[src/rtl/reaction_timer_ctrl.sv]
// reaction_timer_ctrl: round sequencer for the reaction-timer game (random wait, GO, ms count, result hold)
// Ports:
//   clock        system clock, sole clock domain
//   reset        asynchronous active-low reset
//   tick_1ms     one-cycle enable pulse every millisecond
//   start_pulse  one-cycle start request (honoured in IDLE and DONE)
//   react_pulse  one-cycle player response
//   led_go       high while in GO
//   time_ms      reaction count in ms, saturates at TIMEOUT_MS
//   result_valid high in DONE after a timed or timeout round
//   early_flag   high in DONE after a false start
//   busy         high in WAIT or GO
//   best_ms      best valid time; present only when REACTION_BEST_EN is defined
module reaction_timer_ctrl #(
    parameter int          MIN_DELAY_MS = 1000,
    parameter int          RAND_BITS    = 11,
    parameter int          TIMEOUT_MS   = 9999,
    parameter logic [15:0] LFSR_SEED    = 16'hACE1
) (
    input  logic        clock,
    input  logic        reset,
    input  logic        tick_1ms,
    input  logic        start_pulse,
    input  logic        react_pulse,
    output logic        led_go,
    output logic [13:0] time_ms,
    output logic        result_valid,
    output logic        early_flag,
    output logic        busy
`ifdef REACTION_BEST_EN
    ,
    output logic [13:0] best_ms
`endif
);
    typedef enum logic [1:0] {IDLE, WAIT, GO, DONE} state_t;
    state_t      state, state_nx;
    logic [15:0] lfsr;
    logic [13:0] delay_cnt, delay_nx, time_nx, time_inc;
    logic        valid_nx, early_nx;
    assign time_inc = time_ms + 14'd1;
    always_comb begin
        state_nx = state;
        delay_nx = delay_cnt;
        time_nx  = time_ms;
        valid_nx = result_valid;
        early_nx = early_flag;
        case (state)
            IDLE, DONE: if (start_pulse) begin
                state_nx = WAIT;
                delay_nx = 14'(MIN_DELAY_MS) + 14'(lfsr[RAND_BITS-1:0]);
                time_nx  = '0;
                valid_nx = 1'b0;
                early_nx = 1'b0;
            end
            WAIT: if (react_pulse) begin
                // a false start wins over a tick in the same cycle
                state_nx = DONE;
                early_nx = 1'b1;
                time_nx  = '0;
            end else if (tick_1ms) begin
                delay_nx = delay_cnt - 14'd1;
                state_nx = (delay_cnt == 14'd1) ? GO : WAIT;
            end
            GO: begin
                // a coincident tick is counted before the response freezes the value
                if (tick_1ms) time_nx = time_inc;
                if (react_pulse || (tick_1ms && time_inc == 14'(TIMEOUT_MS))) begin
                    state_nx = DONE;
                    valid_nx = 1'b1;
                end
            end
            default: state_nx = IDLE;
        endcase
    end
`ifdef REACTION_BEST_EN
    logic best_ld;
    assign best_ld = (state != DONE) && (state_nx == DONE) && valid_nx &&
                     (time_nx < best_ms) && (time_nx != 14'(TIMEOUT_MS));
`endif
    always_ff @(posedge clock or negedge reset) begin
        if (!reset) begin
            state        <= IDLE;
            lfsr         <= LFSR_SEED;
            delay_cnt    <= '0;
            time_ms      <= '0;
            result_valid <= 1'b0;
            early_flag   <= 1'b0;
            led_go       <= 1'b0;
            busy         <= 1'b0;
`ifdef REACTION_BEST_EN
            best_ms      <= 14'(TIMEOUT_MS);
`endif
        end else begin
            state        <= state_nx;
            // Galois form of x^16+x^14+x^13+x^11+1
            lfsr         <= {1'b0, lfsr[15:1]} ^ (lfsr[0] ? 16'hB400 : 16'h0000);
            delay_cnt    <= delay_nx;
            time_ms      <= time_nx;
            result_valid <= valid_nx;
            early_flag   <= early_nx;
            led_go       <= state_nx == GO;
            busy         <= (state_nx == WAIT) || (state_nx == GO);
`ifdef REACTION_BEST_EN
            if (best_ld) best_ms <= time_nx;
`endif
        end
    end
endmodule

[config.mk]
export PLATFORM = sky130hd
export DESIGN_NAME = reaction_timer_ctrl
export DESIGN_NICKNAME = d
export VERILOG_FILES = /design/src/rtl/reaction_timer_ctrl.sv
export SDC_FILE = /design/constraint.sdc
export NUM_CORES = 1
export LEC_CHECK = 0
export ABC_AREA = 1
export CORE_MARGIN = 4
export CORE_UTILIZATION = 52
export CTS_CLUSTER_SIZE = 25
export DETAILED_ROUTE_END_ITERATION = 10
export PLACE_DENSITY_LB_ADDON = 0.05
export SYNTH_ARGS = -nofsm -noshare
export SYNTH_HDL_FRONTEND = slang
export SYNTH_SLANG_ARGS = --single-unit
[constraint.sdc]
create_clock -name clock -period 1.8 [get_ports clock]
set_input_delay 0.27 -clock clock [delete_from_list [all_inputs] [get_ports clock]]
set_output_delay 0.27 -clock clock [all_outputs]
set_load 0.1 [all_outputs]
# Yosys cells after proc, flatten, opt, wreduce, memory -nomap -nowiden
# Cells that the tools add are included.
# totals
ff_bits,50
input_bits,5
output_inout_bits,18
wordCells,56
# op_classes
add_sub_neg,3
n_eq_ne,13
muxes,20
bitwise,1
n_reduce_logical,11
# ops
cell,count
14-bit 2-to-1 mux,6
14-bit one-hot mux with 3 select lines,1
14-bit one-hot mux with 2 select lines,1
16-bit 2-to-1 mux,1
15-bit by 16-bit bitwise XOR with 16-bit output,1
14-bit by 1-bit adder with 14-bit output (second input constant),1
14-bit by 1-bit == test with 1-bit output (second input constant),1
14-bit == test (second input constant),1
14-bit by 1-bit subtractor with 14-bit output (second input constant),1
10-bit by 11-bit adder with 12-bit output (first input constant),1
2-bit inequality test (second input constant),6
2-bit 2-to-1 mux,5
3-bit AND reduction,3
2-bit == test (second input constant),3
2-bit one-hot mux with 3 select lines,1
2-bit by 1-bit == test with 1-bit output (second input constant),2
1-bit one-hot mux with 2 select lines,2
4-bit AND reduction,1
2-bit nonzero test,2
1-bit 2-to-1 mux,3
2-bit logical NOT,1
1-bit logical OR,2
2-bit OR reduction,1
1-bit logical AND,1

# Logic depth before layout (Yosys ltp)
# logic_depth
depth_word,8
ltp_mapped,16
ltp_nobuf,16

# Least setup slack after synthesis
# No wires, ideal clock.
# synth_timing
path_kind,reg2reg
from,register time_ms[1]
to,register busy
t_arrival_ps,2546
required_ps,1687
path_slack_ps,-859
path_stages_with_launch,17
path_buffers,0
path_cell_list,dfrtp_1 -> ha_1 -> nand2_2 -> nor2_4 -> nand2_1 -> nand2_1 -> nand2_1 -> nor2_1 -> nand2_1 -> nor2_1 -> nand2_1 -> nand3_2 -> nand2_2 -> nand2_1 -> nand2_1 -> ha_1 -> inv_1
# synth_between
elab_chain_cells,8
elab_cells_between_ends,9
# synth_lines
element,line_no,text
from (decl),26,"output logic [13:0] time_ms,"
from (signal assigned),98,time_ms <= time_nx;
14-bit by 1-bit adder with 14-bit output (*),40,assign time_inc = time_ms + 14'd1;
14-bit == test (*),67,if (react_pulse || (tick_1ms && time_inc == 14'(TIMEOUT_MS))) begin
1-bit logical AND (*),67,
1-bit logical OR (*),67,
2-bit 2-to-1 mux (*),67,
2-bit one-hot mux with 3 select lines (*),47,case (state)
2-bit by 1-bit == test with 1-bit output or 2-bit == test (tied branches),102,busy <= (state_nx == WAIT) || (state_nx == GO);
1-bit logical OR (*),102,
to (signal assigned),102,
to (decl),29,output logic busy
# Every way passes the cells marked *; elsewhere a longest branch is shown, timed or not.
# A chain may end at the register's enable or synchronous reset.

# Worst setup path after layout
# Same ends and word-level chain as after synthesis.

==> flow_metrics.tcl <==
set metrics [dict create \
    cts_buffers 5 \
    whs_ns 0.3863 \
    synth_area_leaders "dfrtp_1 (39%), nand2_1 (9.3%), dfstp_2 (7.9%)" \
    final_cell_mix "nand2_1 (65), buf_4 (49), inv_1 (40)" \
    vdd_drop_max_mv 0.8055 \
    startpoint_type "flip-flop" \
    drc 0 \
    ant_nets 0 \
    cts_root_buf "clkbuf_8" \
    relSlewSlack 0.8165 \
    wl_per_cell_um 14.35 \
    endpoint_kind "flip-flop" \
    insertion_delay_ns 0.31 \
    clock.fmax_mhz 478.7 \
    fin_area_um2 3730 \
    drt-total-wl_um 6761 \
    yosys.cell_types.count 33 \
    critPathKind "reg2reg" \
    violations "negative setup slack" \
    syn-cell-area_um2 2675 \
    drt_iter0_drc 175 \
    dpl_cell_area_um2 3505 \
    vias 2477 \
    cts_tree "yes" \
    worstMarginPinSlew_ns 0.2742 \
    yosysTopAreaCell "dfrtp_1" \
    dp_slack_ns -0.2909 \
    cts_sinks 50 \
    hold_class "reg2reg" \
    drive_above_1_share 0.3144 \
    multi_input_area_um2 1292 \
    synthArstFlopShare 1.000 \
    viasPerCell 5.259 \
    pin_count 23 \
    status "finished, violations left" \
    cp_max_fo 5 \
    grt_overflow_total 0 \
    dp_hpwl_um 4853 \
    fp.coreArea_um2 4848 \
    worstPathArrival_ns 2.30 \
    row_count 25 \
    setup_viol 4 \
    clock_path_buffers 2 \
    grt_pass1_wl_um 11410 \
    synth_top_area_frac 0.3929 \
    portBuffers 22 \
    period_needed_ns 2.089 \
    cts_max_level 2 \
    clk_transition_reported_paths_ns 0.10 \
    p_per_area_nw_per_um2 1466 \
    area_growth_pct 39.43 \
    ys.flop_type "dfrtp_1" \
    maxCapViolCount 0 \
    synth_nets 343 \
    p_leak_uw 0.001712 \
    synth-seq-cells 50 \
    antenna_found_initial 0 \
    utilization 0.7693 \
    ys_seq_area_frac 0.4715 \
    n_antenna_cell 0 \
    synth.avg_cell_area_um2 8.106 \
    drtPass1Iterations 4 \
    dieArea_um2 6356 \
    finalCritPeriodShare 1.161 \
    layout_commonest_cell "nand2_1" \
    fp.dieH_um 79.73 \
    gp_congestion 0.8426 \
    fin_ws_ns -0.2890 \
    grt_pass1_vias 2434 \
    hold_violations 0 \
    rsz0062_at_grt "true" \
    yosysWarningCount 0 \
    regArea_um2 1292 \
    synth_edf_count 0 \
    nFillCells 344 \
    required_ns 2.01 \
    slew_viol_final 0 \
    grt_max_degree 51 \
    final_nets 416 \
    initial_utilization 0.5517 \
    syn_inst 330 \
    grt_usage 0.2314 \
    die_w_um 79.73 \
    clock_skew_ns 0.01579 \
]
-- final timing paths --
check                            from    endpoint  slack [ns]  cells past startpoint
max                        time_ms[1]        busy       -0.29                     14
min                          lfsr[12]    lfsr[11]        0.39                      0
min in group asynchronous       reset  time_ms[5]        0.45                      3
max in group asynchronous       reset    lfsr[10]        1.03                      3
max reg2reg                time_ms[1]        busy       -0.29                     14
min reg2reg                  lfsr[12]    lfsr[11]        0.39                      0
-- registers in the layout, summed over array words and instances (netlist names) --
name	flops
time_ms	14
delay_cnt	14
early_flag	1
state	2
lfsr	16
result_valid	1
led_go	1
busy	1
-- through the flow --
stage | setup TNS, ns | std cells | total power [uW]
finish | -0.5862 | 471 | 5468
global route | -1.399 | 471 | 5813
CTS | -0.5786 | 471 | 5341
detailed placement | -0.8959 | 462 | 4271
global placement | -0.4072 | 462 | 4174
floorplan | -0.4705 | 330 | 3253
-- cell type report --
class	count	area share
timing repair buffer	72	0.2003
multi-input combinational	229	0.3465
clock buffer	6	0.02214
clock inverter	2	0.01610
tap	67	0.02248
sequential	50	0.3465
inverter	45	0.04596
-- what timing repair did --
action	in CTS	in global routing
setup buffers	1	0
endpoints found under the setup margin	16	20
hold buffers	1	0
pin swaps	2	6
gates resized for setup	8	13
endpoints found under the hold margin	42	0
-- synthesized netlist by cell type (2+ instances only) --
| master | count |
|---|---|
| xnor2_1 | 2 |
| dfstp_2 | 8 |
| a31oi_1 | 4 |
| nand4_1 | 12 |
| a21oi_1 | 9 |
| nand3_2 | 2 |
| o31ai_1 | 2 |
| o211ai_1 | 2 |
| nor2_1 | 36 |
| nand2_1 | 66 |
| clkbuf_1 | 3 |
| nor2_2 | 5 |
| o21ai_1 | 2 |
| nand2_2 | 2 |
| o22ai_1 | 6 |
| o21ai_0 | 33 |
| dfrtp_1 | 42 |
| xor2_1 | 10 |
| a32o_1 | 2 |
| ha_1 | 8 |
| buf_2 | 2 |
| nand3_1 | 18 |
| inv_1 | 44 |
-- metal layers --
layer | vias up | global-route usage | routed length, um
li1 | 1235 | - | -
met1 | 1162 | 0.3151 | 3055
met2 | 69 | 0.3706 | 3247
met3 | 11 | 0.04515 | 331
met4 | 0 | 0.07560 | 127
met5 | - | 0 | 0
-- report_power, final --
part | internal (uW) | switching [uW]
Combinational | 1140 | 1860
Clock | 593 | 383
Sequential | 1350 | 139
-- cells by family (layout without fill, tap and decap cells) --
group           after synthesis  in the layout  share of synthesized area
flops                        50             50                     0.4715
fa+ha+maj                     8              8                    0.03742
buf+inv                      51            125                    0.07390
compound gates               64             64                     0.1370
xor+xnor                     12             12                    0.03929
simple gates                145            145                     0.2409
-- critical path: stages, from the launching register on --
cell,delay [ns]
dfrtp_4,0.45
ha_4,0.16
nand2_4,0.06
nor2_4,0.17
nand3_2,0.12
o21ai_1,0.18
nand2_1,0.09
nor2_1,0.12
nand2_1,0.11
nand3_2,0.08
nand2_2,0.05
nand2_1,0.05
nand2_1,0.05
ha_1,0.27
inv_1,0.04
No activity file was read; power rests on OpenSTA's default activity.
==> variant (same settings) <==
Re-encode `state_t` (4 states) as one-hot, 4 bits wide.
--- a/src/rtl/reaction_timer_ctrl.sv
+++ b/src/rtl/reaction_timer_ctrl.sv
@@ -34,3 +34,3 @@
 );
-    typedef enum logic [1:0] {IDLE, WAIT, GO, DONE} state_t;
+    typedef enum logic [3:0] {IDLE = 4'b0001, WAIT = 4'b0010, GO = 4'b0100, DONE = 4'b1000} state_t;
     state_t      state, state_nx;
Behaviour: no difference found for any inputs over 10 cycles, from zero or initial values and one cycle with reset low; not proved beyond that.
==> variant against the original RTL <==
- worst setup slack better by 0.37 ns
- critical path type unchanged
- routed wire length is 3.1% lower
- via count is 0.97% higher
- total power is 25% lower
- fmax is 21% higher
- final area is 2.5% lower
- sequential cell count is 2 higher
- synthesized area is 3.2% higher
==> variant: results <==
metrics = {
    "sta": {
        "slew_headroom_pct": 68.2,
        "skew_ns": 0.00580,
        "tns_ns": 0,
    },
    "grt": {
        "grt_max_degree": 22,
        "grt_pass1_vias": 2364,
        "track_usage_pct": 21.3,
        "use_met2_pct": 32.6,
        "use_met1_pct": 29.7,
        "grt_pass1_wl_mm": 10.7,
    },
    "cells_and_area": {
        "layout.nets": 412,
        "fill_cells": 407,
        "final-seq-area_sq_mm": 0.00134,
        "final-clk-cell-share_pct": 2.34,
        "drive_gt1_share_pct": 27.3,
        "multi_input_area_share_pct": 37.1,
        "n_all_buffers": 52,
        "multi_input_area_sq_mm": 0.00135,
        "inverters": 44,
        "buf_share_pct": 16.8,
    },
    "status": {
        "status": "complete, no violations",
    },
    "critical_path": {
        "cp-startpoint": "state[0]",
        "rr_worst_depth": 10,
        "arrival_ns": 1.92,
        "cp_slowest_cell": "dfstp_2",
        "slowest_delay_ns": 0.57,
        "crit_fanout": 11,
    },
    "drt": {
        "wl_met1_mm": 3.11,
        "drt_iter0_drc": 129,
        "dr_wl_met2_mm": 3.03,
        "met3_length_microns": 345,
        "vias": 2501,
    },
    "clocking": {
        "postCtsSetupBuffers": 0,
    },
    "synth": {
        "syn-num-nets": 357,
        "synth_commonest_cells": "nand2_1, nor2_1, dfrtp_1",
        "synth.area.top_cells": "dfrtp_1, nand2_1, dfstp_2",
    },
    "place": {
        "hpwl_mm": 4.68,
    },
    "power": {
        "ir_drop_mv": 0.652,
    },
}
==> variant: changes by cell type in the layout (fill, tap and decap cells not counted), moves of 3 or more <==
cell,unedited run,this run
buf_4,49,30
nand3_1,18,27
nand2_1,65,74
nand2_2,2,8
a31oi_1,4,1
buf_6,3,0
nor2_2,8,3
a21oi_2,3,0
nand4_1,12,5
nor2_1,32,41
==> variant: where the power goes <==
part	switching, mW	internal [mW]
Sequential	0.144	1.34
Clock	0.382	0.273
Combinational	1.14	0.833
Total	1.67	2.44
==> variant: metrics by stage <==
| step | instances | hold slack (ns) | power (mW) | area, sq um | setup slack [ns] |
|---|---|---|---|---|---|
| finish | 473 | 0.364 | 4.11 | 3640 | 0.0762 |
| global route | 473 | 0.372 | 4.39 | 3640 | -0.0510 |
| global placement | 456 | 0.247 | 3.14 | 3400 | -0.0107 |
| detailed placement | 456 | 0.250 | 3.19 | 3400 | -0.00302 |
| floorplan | 347 | -0.0256 | 2.59 | 2810 | 0.00385 |
| CTS | 465 | 0.368 | 3.84 | 3490 | 0.00666 |
==> variant: path summary, 6_finish.rpt <==
| path | end | slack (ns) |
|---|---|---|
| max | delay_cnt[12] | 0.08 |
| max in group asynchronous | lfsr[10] | 0.69 |
| min reg2reg | lfsr[11] | 0.36 |
| min in group asynchronous | time_ms[1] | 0.45 |
| max reg2reg | delay_cnt[12] | 0.08 |
| min | lfsr[11] | 0.36 |
==> variant: cell families (layout without fill, tap and decap cells) <==
| group | Yosys count | after routing | synth area share, % |
|---|---|---|---|
| flip-flops | 52 | 52 | 47.5 |
| XOR/XNOR | 12 | 12 | 3.81 |
| AO/OA/AOI/OAI | 53 | 53 | 10.8 |
| buffers and inverters | 48 | 104 | 7.07 |
| AND/OR/NAND/NOR | 177 | 177 | 28.5 |
| adder cells (fa/ha/maj) | 5 | 5 | 2.27 |
